[src/rtl/fifo_rd_packer.sv]
// fifo_rd_packer: drains an async FIFO read port and packs PACK entries
// into one wide word, flushing partial words after an idle timeout.
module fifo_rd_packer #(
  parameter int DATA_WIDTH = 8,
  parameter int PACK       = 4,
  parameter int TIMEOUT    = 16
) (
  input  logic                       rclk,
  input  logic                       rrst,
  input  logic                       fifo_empty,
  input  logic [DATA_WIDTH-1:0]      fifo_dout,
  output logic                       fifo_rd_en,
  output logic                       out_valid,
  input  logic                       out_ready,
  output logic [DATA_WIDTH*PACK-1:0] out_data,
  output logic [$clog2(PACK):0]      out_bytes
);

  localparam int CW = $clog2(PACK) + 1;
  localparam int IW = $clog2(PACK);
  localparam int TW = $clog2(TIMEOUT + 1);

  localparam logic [CW:0]   PACK_S = (CW + 1)'(PACK);
  localparam logic [CW-1:0] LAST_C = CW'(PACK - 1);
  localparam logic [TW-1:0] TMO    = TW'(TIMEOUT);

  typedef enum logic [1:0] {
    EMPTY,
    FILL,
    FULL
  } state_t;

  state_t state, state_n;

  logic [CW-1:0]         acc_cnt, acc_cnt_n;
  logic                  rd_pend;
  logic [TW-1:0]         idle_cnt, idle_n;
  logic [DATA_WIDTH-1:0] lane [PACK];
  logic [CW:0]           inflight;
  logic                  slot_free;
  logic                  load;

  logic [DATA_WIDTH*PACK-1:0] word;

  // Bytes already captured plus the one still in flight bound the pops.
  assign inflight   = {1'b0, acc_cnt} + {{CW{1'b0}}, rd_pend};
  assign fifo_rd_en = !rrst && !fifo_empty && (inflight < PACK_S);
  assign slot_free  = !out_valid || out_ready;

  always_comb begin
    word = '0;
    for (int i = 0; i < PACK; i++) begin
      if (CW'(i) < acc_cnt) begin
        word[i*DATA_WIDTH +: DATA_WIDTH] = lane[i];
      end
    end
  end

  always_comb begin
    state_n   = state;
    acc_cnt_n = acc_cnt;
    load      = 1'b0;
    if (rd_pend) begin
      acc_cnt_n = acc_cnt + CW'(1);
    end
    unique case (state)
      EMPTY: begin
        if (rd_pend) begin
          state_n = FILL;
        end
      end
      FILL: begin
        if (rd_pend && acc_cnt == LAST_C) begin
          state_n = FULL;
        end else if (!rd_pend && idle_cnt == TMO && slot_free) begin
          load      = 1'b1;
          acc_cnt_n = '0;
          state_n   = EMPTY;
        end
      end
      FULL: begin
        if (slot_free) begin
          load      = 1'b1;
          acc_cnt_n = '0;
          state_n   = EMPTY;
        end
      end
      default: begin
        state_n = EMPTY;
      end
    endcase
  end

  always_comb begin
    idle_n = idle_cnt;
    if (state != FILL || rd_pend || fifo_rd_en) begin
      idle_n = '0;
    end else if (idle_cnt != TMO) begin
      idle_n = idle_cnt + TW'(1);
    end
  end

  always_ff @(posedge rclk) begin
    if (rrst) begin
      state     <= EMPTY;
      acc_cnt   <= '0;
      rd_pend   <= 1'b0;
      idle_cnt  <= '0;
      out_valid <= 1'b0;
      out_data  <= '0;
      out_bytes <= '0;
    end else begin
      state    <= state_n;
      acc_cnt  <= acc_cnt_n;
      rd_pend  <= fifo_rd_en;
      idle_cnt <= idle_n;
      if (load) begin
        out_valid <= 1'b1;
        out_data  <= word;
        out_bytes <= acc_cnt;
      end else if (out_ready) begin
        out_valid <= 1'b0;
      end
    end
  end

  // Lanes past acc_cnt are masked on load, so they need no reset.
  always_ff @(posedge rclk) begin
    if (!rrst && rd_pend) begin
      lane[acc_cnt[IW-1:0]] <= fifo_dout;
    end
  end

endmodule
[config.mk]
export PLATFORM = sky130hd
export DESIGN_NAME = fifo_rd_packer
export DESIGN_NICKNAME = d
export VERILOG_FILES = /design/src/rtl/fifo_rd_packer.sv
export SDC_FILE = /design/constraint.sdc
export NUM_CORES = 1
export LEC_CHECK = 0
export ABC_CLOCK_PERIOD_IN_PS = 2900
export BUFFER_PORTS_ARGS = -buffer_cell sky130_fd_sc_hd__buf_2
export CAP_MARGIN = 0
export CELL_PAD_IN_SITES_DETAIL_PLACEMENT = 1
export CELL_PAD_IN_SITES_GLOBAL_PLACEMENT = 1
export CORE_ASPECT_RATIO = 1.1
export CORE_MARGIN = 1
export CORE_UTILIZATION = 47
export DETAILED_ROUTE_END_ITERATION = 8
export PLACE_DENSITY = 0.81
export REMOVE_ABC_BUFFERS = 1
export SLEW_MARGIN = 20
export SYNTH_ARGS = -nofsm -noshare
export SYNTH_HDL_FRONTEND = slang
export SYNTH_SLANG_ARGS = --single-unit
export TNS_END_PERCENT = 10
[constraint.sdc]
create_clock -name rclk -period 2.9 [get_ports rclk]
set_clock_uncertainty 0.2 [all_clocks]
set_input_delay 0.87 -clock rclk [delete_from_list [all_inputs] [get_ports rclk]]
set_output_delay 0.87 -clock rclk [all_outputs]
set_load 0.1 [all_outputs]
==> impl_metrics.yaml, run 1 <==
sta:
  timing_worst_slew_pin_value_ns: 0.6775
  setup_tns_ns: 0
  slew_limit_fails: 0
  final_worst_path_period_share_pct: 95.32
  final-hold-violation-count: 0
  timing.slew.headroom_pct: 54.83
  total_of_endpoints_with_negative_setup_slack_in_the_final_report: 0
  max_freq_ghz: 0.3618
  rsz0062_at_grt: "false"
  min_period_ns: 2.764
  final.hold.worst_slack_ns: 0.2502
clock_network:
  cts_setup_buffers: 0
  post_cts_resize_count: 0
  max-clock-path-buffers: 2
  clkLatencyLatePin_ns: 0.34
  cts_htree_levels: 3
  clkSinkCount: 79
  worst_setup_hold_path_clk_slew_ns: 0.08
  tritoncts: "done"
  cts_hold_buffers: 0
  cts_inserted_buffers: 9
  clock-root-buffer: "sky130_fd_sc_hd__clkbuf_8"
global_routing:
  grtUsageMet1_pct: 30.78
  initial_antenna_violation_count: 0
  first_global_vias: 2308
  first_pass_grt_wire_length_um: 11990
  grt_overflow: 0
  grt.met2_usage_pct: 37.45
  grt.met3_usage_pct: 4.607
  global_route.peak_usage_layer: "met2"
  maximum_number_of_pins_on_one_net_before_global_route_repair: 29
  total_routing_usage_reported_by_global_routing_pct: 23.38
synth:
  synth.yosys.seq_area_share_pct: 61.02
  synthesis.instances: 280
  netlist_area_pre_place_mm2: 0.003117
  synth_area_per_cell_um2: 11.13
  post_synth_num_cell_types: 39
  yosys_register_bits: 79
  yosys_warnings: 0
power:
  p_per_area_mw_per_mm2: 604.7
  swShare_pct: 24.72
  internal_power_mw: 1.642
  leakage_nw: 1.381
  max-vdd-ir-drop_mv: 0.3610
  power.sequential.fraction_pct: 54.4
  power_switching_mw: 0.5392
  power.clock.fraction_pct: 37.4
  p_comb_share_pct: 8.2
floorplanning:
  floorplan.die.height_um: 87.41
  die_extent_in_x_um: 79.65
  start_util_pct: 49.72
  design.die.area_mm2: 0.006961
  coreArea_mm2: 0.006269
  rows: 30
  io_pins: 49
final_layout:
  finalNonFillerCells: 412
  antenna-diode-count: 0
  layout-drive-gt1-share_pct: 22.89
  area_growth_syn_to_layout_pct: 15.74
  commonest_cells_after_routing_fill_and_taps_aside: "sky130_fd_sc_hd__dfxtp_1 (47), sky130_fd_sc_hd__buf_2 (47), sky130_fd_sc_hd__nand2_1 (35)"
  utilization_after_layout_pct: 57.54
  design.final.nets: 349
setup_path:
  critPathCaptureType: "primary output"
  setup.worst_path.class: "flop to primary output"
  worst_ep_arrival_time_ns: 1.69
  worst_ep_required_time_ns: 1.83
  timing.critical_path.from_type: "flop"
  critical_path_peak_fanout: 9
placed_design:
  place.detailed.instances: 396
  globalplace.congestion: 0.7935
  port_buffers: 48
  post-dp-hpwl_um: 4951
detailed_routing:
  routed_wire_length_per_instance_um: 18.12
  dr.pass1.iters: 5
  dr.first_iter.drc_count: 138
  detailroute.via_count: 2316
  remaining_drc_errors: 0
  via_per_inst: 5.621
  final_antenna_net_count: 0
  drt_wl_total_um: 7464
outcome:
  outcome: "complete, no violations"
job:
  drv_cap: 0
min_path:
  hold_path.class: "flop to flop"
==> power groups by stage <==
stage / Sequential [mW] / Clock [mW] / Combinational (mW)
after global routing: 1.19 / 0.874 / 0.198
after detailed placement: 1.21 / 0 / 0.179
after floorplan: 1.21 / 0 / 0.116
after CTS: 1.19 / 0.826 / 0.181
after global placement: 1.21 / 0 / 0.172
final: 1.19 / 0.815 / 0.180
==> metrics by stage <==
step	area [um^2]	setup WS, ns	power [mW]
after floorplan	3013	-0.5839	1.324
after global placement	3406	0.1943	1.383
after detailed placement	3406	0.1828	1.391
after CTS	3607	0.1121	2.193
after global routing	3607	0.04240	2.260
final	3607	0.1358	2.181
==> state kept, by name (all words and copies together), names as in the netlist <==
signal     cells
rd_pend        1
state          2
lane          32
out_data      32
acc_cnt        3
idle_cnt       5
out_valid      1
out_bytes      3
==> layer usage <==
layer  up-vias  wire length [um]  part of all wire, %
met5         -                 0                    0
met4         0               119                  1.6
met3        11               220                  2.9
met2        55              3725                   50
met1      1146              3399                   46
li1       1104                 -                    -
==> cells in the mapped netlist <==
master / instances / area share (%)
sky130_fd_sc_hd__dfxtp_1: 47 / 30
sky130_fd_sc_hd__nand2_1: 35 / 4.2
sky130_fd_sc_hd__edfxtp_1: 32 / 31
sky130_fd_sc_hd__nand4_1: 24 / 4.8
sky130_fd_sc_hd__o21ai_0: 20 / 3.2
sky130_fd_sc_hd__o21ai_1: 16 / 2.6
sky130_fd_sc_hd__nor2_1: 13 / 1.6
sky130_fd_sc_hd__ha_1: 10 / 4.0
sky130_fd_sc_hd__a21oi_1: 8 / 1.3
sky130_fd_sc_hd__o211ai_1: 8 / 1.9
sky130_fd_sc_hd__inv_1: 7 / 0.84
sky130_fd_sc_hd__nand3_1: 6 / 0.96
sky130_fd_sc_hd__buf_2: 5 / 0.80
sky130_fd_sc_hd__buf_4: 5 / 1.2
sky130_fd_sc_hd__clkbuf_1: 5 / 0.60
sky130_fd_sc_hd__and2_1: 4 / 0.80
sky130_fd_sc_hd__nor2b_1: 4 / 0.80
sky130_fd_sc_hd__nor3_1: 3 / 0.48
sky130_fd_sc_hd__xor2_1: 3 / 0.84
sky130_fd_sc_hd__a211oi_1: 2 / 0.48
sky130_fd_sc_hd__a41o_1: 2 / 0.64
sky130_fd_sc_hd__buf_6: 2 / 0.72
sky130_fd_sc_hd__nand2b_1: 2 / 0.40
sky130_fd_sc_hd__nor2_2: 2 / 0.40
sky130_fd_sc_hd__a211o_1: 1 / 0.28
sky130_fd_sc_hd__a21o_1: 1 / 0.24
sky130_fd_sc_hd__a311o_1: 1 / 0.32
sky130_fd_sc_hd__and4bb_4: 1 / 0.52
sky130_fd_sc_hd__clkinv_1: 1 / 0.12
sky130_fd_sc_hd__mux2i_1: 1 / 0.32
sky130_fd_sc_hd__nand2_2: 1 / 0.20
sky130_fd_sc_hd__nand4b_1: 1 / 0.28
sky130_fd_sc_hd__nand4bb_4: 1 / 0.88
sky130_fd_sc_hd__nor2b_4: 1 / 0.44
sky130_fd_sc_hd__nor3b_1: 1 / 0.24
sky130_fd_sc_hd__o211a_1: 1 / 0.32
sky130_fd_sc_hd__o211ai_2: 1 / 0.40
sky130_fd_sc_hd__o311ai_2: 1 / 0.52
sky130_fd_sc_hd__xnor2_1: 1 / 0.28
==> area by class of cell <==
cell class / count / area (um^2)
Clock inverter: 4 / 25.02
Tap cell: 80 / 100.1
Inverter: 8 / 30.03
Clock buffer: 12 / 176.4
Timing Repair Buffer: 53 / 292.8
Fill cell: 722 / 2661
Sequential cell: 79 / 1902
Multi-Input combinational cell: 176 / 1081
==> critical path, cell delays in order (launching register included) <==
cell	delay (ns)
sky130_fd_sc_hd__dfxtp_1	0.42
sky130_fd_sc_hd__ha_1	0.23
sky130_fd_sc_hd__a211o_1	0.32
sky130_fd_sc_hd__nor2_1	0.18
sky130_fd_sc_hd__buf_12	0.20
==> path summary, 6_finish.rpt <==
path                             startpoint                   endpoint  slack [ns]  cells past startpoint
hold / removal    out_data[24]$_SDFFE_PP0P_  out_data[24]$_SDFFE_PP0P_        0.25                      2
setup / recovery         rd_pend$_SDFF_PP0_                 fifo_rd_en        0.14                      4
setup reg to reg   idle_cnt[0]$_SDFFE_PP0P_  out_data[17]$_SDFFE_PP0P_        0.73                      7
hold reg to reg   out_data[24]$_SDFFE_PP0P_  out_data[24]$_SDFFE_PP0P_        0.25                      2
==> cell families after synthesis <==
family	Yosys count	synth area share [%]
DFF	79	61.02
muxes	1	0.3212
and+or+nand+nor	99	17.02
AOI/OAI and AO/OA	62	12.20
buffers and inverters	25	4.296
adders and majority gates	10	4.014
xor gates and xnor gates	4	1.124
Power figures use the tool's default switching activity.
==> inputs of run 2 (changes only) <==
--- a/config.mk
+++ b/config.mk
@@ -14,10 +14,9 @@
 export CORE_MARGIN = 1
 export CORE_UTILIZATION = 47
 export DETAILED_ROUTE_END_ITERATION = 8
-export PLACE_DENSITY = 0.81
+export PLACE_DENSITY = 0.91
 export REMOVE_ABC_BUFFERS = 1
 export SLEW_MARGIN = 20
 export SYNTH_ARGS = -nofsm -noshare
 export SYNTH_HDL_FRONTEND = slang
 export SYNTH_SLANG_ARGS = --single-unit
-export TNS_END_PERCENT = 10
==> run 2 against run 1 <==
- combinational power grew 3%
- die area is the same
- clock-buffer cell count is the same
- sequential share of layout area grew 0.13 points
- sequential power is essentially flat
- largest power group unchanged
==> impl_metrics.yaml, run 2 (synthesis gave the netlist of run 1 again) <==
sta:
  total_of_endpoints_with_negative_setup_slack_in_the_final_report: 0
  final_worst_path_period_share_pct: 96.32
  timing_worst_slew_pin_value_ns: 0.6663
  rsz0062_at_grt: "false"
  final-hold-violation-count: 0
  final.hold.worst_slack_ns: 0.2454
  min_period_ns: 2.793
  setup_tns_ns: 0
  max_freq_ghz: 0.3580
  slew_limit_fails: 0
  timing.slew.headroom_pct: 55.49
final_layout:
  layout-drive-gt1-share_pct: 22.82
  multi_input_area_mm2: 0.001081
  utilization_after_layout_pct: 57.41
  design.final.nets: 350
  antenna-diode-count: 0
  layout.filler_cells: 696
  commonest_cells_after_routing_fill_and_taps_aside: "sky130_fd_sc_hd__dfxtp_1 (47), sky130_fd_sc_hd__buf_2 (47), sky130_fd_sc_hd__nand2_1 (35)"
  area_growth_syn_to_layout_pct: 15.46
  area_taken_by_flip_flops_and_latches_mm2: 0.001902
  finalInstanceArea_mm2: 0.003598
placed_design:
  post-dp-hpwl_um: 5522
  port_buffers: 48
  globalplace.congestion: 0.8154
  postPlaceCellArea_mm2: 0.003413
floorplanning:
  start_util_pct: 49.72
  io_pins: 49
  design.die.area_mm2: 0.006961
  rows: 30
  coreArea_mm2: 0.006269
  die_extent_in_x_um: 79.65
  floorplan.die.height_um: 87.41
clock_network:
  clkLatencyLatePin_ns: 0.35
  worst_setup_hold_path_clk_slew_ns: 0.08
  max-clock-path-buffers: 2
  cts_setup_buffers: 0
  cts_inserted_buffers: 9
  tritoncts: "done"
  clkSinkCount: 79
  cts_htree_levels: 3
  cts_hold_buffers: 0
  clock-root-buffer: "sky130_fd_sc_hd__clkbuf_8"
  post_cts_resize_count: 0
global_routing:
  total_routing_usage_reported_by_global_routing_pct: 24.09
  maximum_number_of_pins_on_one_net_before_global_route_repair: 29
  grt_overflow: 0
  first_pass_grt_wire_length_um: 12120
  first_global_vias: 2363
  initial_antenna_violation_count: 0
setup_path:
  crit_end: "fifo_rd_en"
  timing.rr.start: "state[0]$_SDFFE_PP0P_"
  setup.worst_path.class: "flop to primary output"
  worstSetupStartpoint: "rd_pend$_SDFF_PP0_"
  r2r.worst_path.cells: 6
  critical_path_peak_fanout: 9
  worst_ep_required_time_ns: 1.83
  timing.critical_path.from_type: "flop"
  worst_ep_arrival_time_ns: 1.72
  setup.reg_to_reg.worst_slack_ns: 0.60
  r2r-end: "out_bytes[1]$_SDFFE_PP0P_"
  critPathCaptureType: "primary output"
detailed_routing:
  dr.first_iter.drc_count: 94
  detailroute.via_count: 2320
  dr.pass1.iters: 4
  final_antenna_net_count: 0
  routed_wire_length_per_instance_um: 18.81
  remaining_drc_errors: 0
  drt_wl_total_um: 7770
  via_per_inst: 5.617
outcome:
  outcome: "complete, no violations"
power:
  leakage_nw: 1.372
  p_per_area_mw_per_mm2: 593.6
  max-vdd-ir-drop_mv: 0.2944
job:
  drv_cap: 0
min_path:
  hold_path.class: "flop to flop"
==> run 2: cell count changes in the layout (fill, tap and decap cells not counted), sizes merged <==
cell and change:
buf +1, clkinvlp +1, inv -1
==> run 2: final cells by class <==
| class | instances | area share (%) |
|---|---|---|
| inverter | 8 | 0.8345 |
| tap | 80 | 2.782 |
| timing repair buffer | 54 | 8.345 |
| clock buffer | 12 | 4.346 |
| multi-input combinational | 176 | 30.04 |
| clock inverter | 4 | 0.7997 |
| sequential | 79 | 52.85 |
==> run 2: worst min path at each step <==
stage / startpoint / endpoint / slack (ns) / depth (start not counted)
global route: out_data[8]$_SDFFE_PP0P_ / out_data[8]$_SDFFE_PP0P_ / 0.26 / 2
finish: out_data[8]$_SDFFE_PP0P_ / out_data[8]$_SDFFE_PP0P_ / 0.25 / 2
detailed placement: out_data[8]$_SDFFE_PP0P_ / out_data[8]$_SDFFE_PP0P_ / 0.24 / 2
floorplan: lane[1][5]$_DFFE_PP_ / out_data[13]$_SDFFE_PP0P_ / 0.25 / 2
global placement: out_data[27]$_SDFFE_PP0P_ / out_data[27]$_SDFFE_PP0P_ / 0.24 / 2
CTS: out_data[8]$_SDFFE_PP0P_ / out_data[8]$_SDFFE_PP0P_ / 0.25 / 2
==> run 2: routing by layer <==
layer	vias up	track usage [%]	routed length (um)
li1	1108	-	-
met1	1144	29.17	3284
met2	53	42.04	4080
met3	15	4.712	277
met4	0	9.256	128
met5	-	0	0
==> run 2: power by group <==
group | internal (mW) | switching, mW | leakage (nW) | total, mW
sequential | 1.17 | 0.0168 | 0.668 | 1.19
clock | 0.364 | 0.399 | 0.0877 | 0.762
combinational | 0.0627 | 0.123 | 0.616 | 0.185
==> run 2: per-stage QoR <==
stage          setup WS, ns  std cells  power [mW]
6_report             0.1069        413       2.136
3_3_place_gp         0.1921        397       1.383
3_5_place_dp         0.1765        397       1.397
2_1_floorplan       -0.5839        263       1.324
4_1_cts              0.1008        413       2.139
5_1_grt             0.03267        413       2.200
==> run 2: critical path: stages, from the launching register on <==
cell                      delay (ns)
sky130_fd_sc_hd__dfxtp_1        0.43
sky130_fd_sc_hd__ha_1           0.24
sky130_fd_sc_hd__a211o_1        0.32
sky130_fd_sc_hd__nor2_1         0.18
sky130_fd_sc_hd__buf_12         0.20
==> inputs of run 3 (changes only) <==
--- a/config.mk
+++ b/config.mk
@@ -6,7 +6,7 @@
 export NUM_CORES = 1
 export LEC_CHECK = 0
 export ABC_CLOCK_PERIOD_IN_PS = 2900
-export BUFFER_PORTS_ARGS = -buffer_cell sky130_fd_sc_hd__buf_2
+export BUFFER_PORTS_ARGS = -buffer_cell sky130_fd_sc_hd__buf_4
 export CAP_MARGIN = 0
 export CELL_PAD_IN_SITES_DETAIL_PLACEMENT = 1
 export CELL_PAD_IN_SITES_GLOBAL_PLACEMENT = 1
==> run 3 against run 2 <==
- setup slack worse by 0.019 ns
- wire length down 1.7%
- sequential share of layout area down 1.7 points
- utilization up 1.9 points
- critical path depth unchanged
- global-route usage up 0.14 points
- clock power up 7.6%
- via count down 1.6%
- final cell count down 0.24%
- first-iteration DRC count up 30%
- highest routed layer unchanged
==> impl_metrics.yaml, run 3 (synthesis gave the netlist of run 1 again) <==
global_routing:
  first_pass_grt_wire_length_um: 12150
  first_global_vias: 2341
  total_routing_usage_reported_by_global_routing_pct: 24.23
  initial_antenna_violation_count: 0
  grt_overflow: 0
  maximum_number_of_pins_on_one_net_before_global_route_repair: 29
final_layout:
  finalNonFillerCells: 412
  antenna-diode-count: 0
  design.final.nets: 349
  utilization_after_layout_pct: 59.28
  layout-drive-gt1-share_pct: 22.59
  layout.filler_cells: 691
  finalInstanceArea_mm2: 0.003716
  area_growth_syn_to_layout_pct: 19.23
  commonest_cells_after_routing_fill_and_taps_aside: "sky130_fd_sc_hd__buf_4 (53), sky130_fd_sc_hd__dfxtp_1 (47), sky130_fd_sc_hd__nand2_1 (35)"
  layout.cells.most_common: "sky130_fd_sc_hd__buf_4"
placed_design:
  postPlaceCellArea_mm2: 0.003511
  port_buffers: 48
  globalplace.congestion: 0.7823
  pre_cts_slack_ns: 0.1398
  post-dp-hpwl_um: 5248
  place.detailed.instances: 396
sta:
  max_freq_ghz: 0.3555
  slew_limit_fails: 0
  min_period_ns: 2.813
  timing.slew.headroom_pct: 53.76
  post-route-worst-setup-slack_ns: 0.08737
  timing_worst_slew_pin_value_ns: 0.6937
  final.hold.worst_slack_ns: 0.2585
  rsz0062_at_grt: "false"
  final-hold-violation-count: 0
  final_worst_path_period_share_pct: 96.99
  total_of_endpoints_with_negative_setup_slack_in_the_final_report: 0
power:
  power.sequential.fraction_pct: 54.3
  power_switching_mw: 0.5175
  leakage_nw: 1.387
  power.clock.fraction_pct: 37.4
  max-vdd-ir-drop_mv: 0.3335
  p_comb_share_pct: 8.3
  p_per_area_mw_per_mm2: 589.5
  internal_power_mw: 1.673
  swShare_pct: 23.62
setup_path:
  timing.critical_path.from_type: "flop"
  worst_ep_arrival_time_ns: 1.74
  setup.worst_path.class: "flop to primary output"
  critical_path_peak_fanout: 9
  critPathCaptureType: "primary output"
  worst_ep_required_time_ns: 1.83
clock_network:
  cts_htree_levels: 3
  clkSinkCount: 79
  cts_setup_buffers: 0
  clkLatencyLatePin_ns: 0.35
  max-clock-path-buffers: 2
  tritoncts: "done"
  worst_setup_hold_path_clk_slew_ns: 0.08
  clock-root-buffer: "sky130_fd_sc_hd__clkbuf_8"
  post_cts_resize_count: 0
  cts_hold_buffers: 0
  cts_inserted_buffers: 9
floorplanning:
  io_pins: 49
  design.die.area_mm2: 0.006961
  rows: 30
  coreArea_mm2: 0.006269
  die_extent_in_x_um: 79.65
  start_util_pct: 49.72
  floorplan.die.height_um: 87.41
detailed_routing:
  routed_wire_length_per_instance_um: 18.53
  dr.first_iter.drc_count: 122
  detailroute.via_count: 2283
  drt_wl_total_um: 7636
  via_per_inst: 5.541
  remaining_drc_errors: 0
  dr.pass1.iters: 4
  final_antenna_net_count: 0
outcome:
  outcome: "complete, no violations"
min_path:
  hold_path.class: "flop to flop"
job:
  drv_cap: 0
[run 3: changes by cell type in the layout (fill, tap and decap cells not counted)]
cell | previous run | this run
sky130_fd_sc_hd__buf_4 | 6 | 53
sky130_fd_sc_hd__clkinvlp_4 | 2 | 0
sky130_fd_sc_hd__clkbuf_8 | 9 | 10
sky130_fd_sc_hd__buf_2 | 47 | 0
sky130_fd_sc_hd__buf_12 | 1 | 0
sky130_fd_sc_hd__clkinv_4 | 1 | 0
sky130_fd_sc_hd__clkinv_2 | 1 | 2
sky130_fd_sc_hd__clkbuf_16 | 1 | 2
[run 3: power groups by stage]
stage / clock network, mW / registers, mW / logic, mW
2_1_floorplan: 0 / 1.21 / 0.116
3_3_place_gp: 0 / 1.21 / 0.171
3_5_place_dp: 0 / 1.21 / 0.178
4_1_cts: 0.841 / 1.19 / 0.182
5_1_grt: 0.881 / 1.19 / 0.203
6_report: 0.820 / 1.19 / 0.182
[run 3: layer usage]
layer  up-vias  wire length [um]  global-route usage (%)
li1       1100                 -                       -
met1      1121              3130                   28.11
met2        49              4063                   42.04
met3        13               284                   6.387
met4         0               157                   10.25
met5         -                 0                       0
[run 3: area by class of cell]
class	count	area, um^2	area share [%]
Clock inverter	2	10.01	0.2694
Inverter	8	30.03	0.8081
Clock buffer	14	195.2	5.253
Sequential cell	79	1902	51.18
Multi-Input combinational cell	176	1081	29.09
Tap cell	80	100.1	2.694
Timing Repair Buffer	53	397.9	10.71
[run 3: path summary, 6_finish.rpt]
path | start | endpoint | slack [ns] | depth (start not counted)
worst max-delay path | rd_pend$_SDFF_PP0_ | fifo_rd_en | 0.09 | 4
worst min-delay path | out_data[28]$_SDFFE_PP0P_ | out_data[28]$_SDFFE_PP0P_ | 0.26 | 2
worst min register to register | out_data[28]$_SDFFE_PP0P_ | out_data[28]$_SDFFE_PP0P_ | 0.26 | 2
worst max register to register | state[0]$_SDFFE_PP0P_ | out_bytes[0]$_SDFFE_PP0P_ | 0.68 | 6
[run 3: metrics by stage]
step,setup TNS (ns),total power [mW]
finish,0,2.191
global placement,0,1.381
detailed placement,0,1.391
global route,0,2.273
floorplan,-0.5839,1.324
CTS,0,2.211
[run 3: critical path: stages (launching register included)]
cell and delay, ns:
sky130_fd_sc_hd__dfxtp_1 0.43, sky130_fd_sc_hd__ha_1 0.24, sky130_fd_sc_hd__a211o_1 0.32, sky130_fd_sc_hd__nor2_1 0.11, sky130_fd_sc_hd__buf_4 0.30
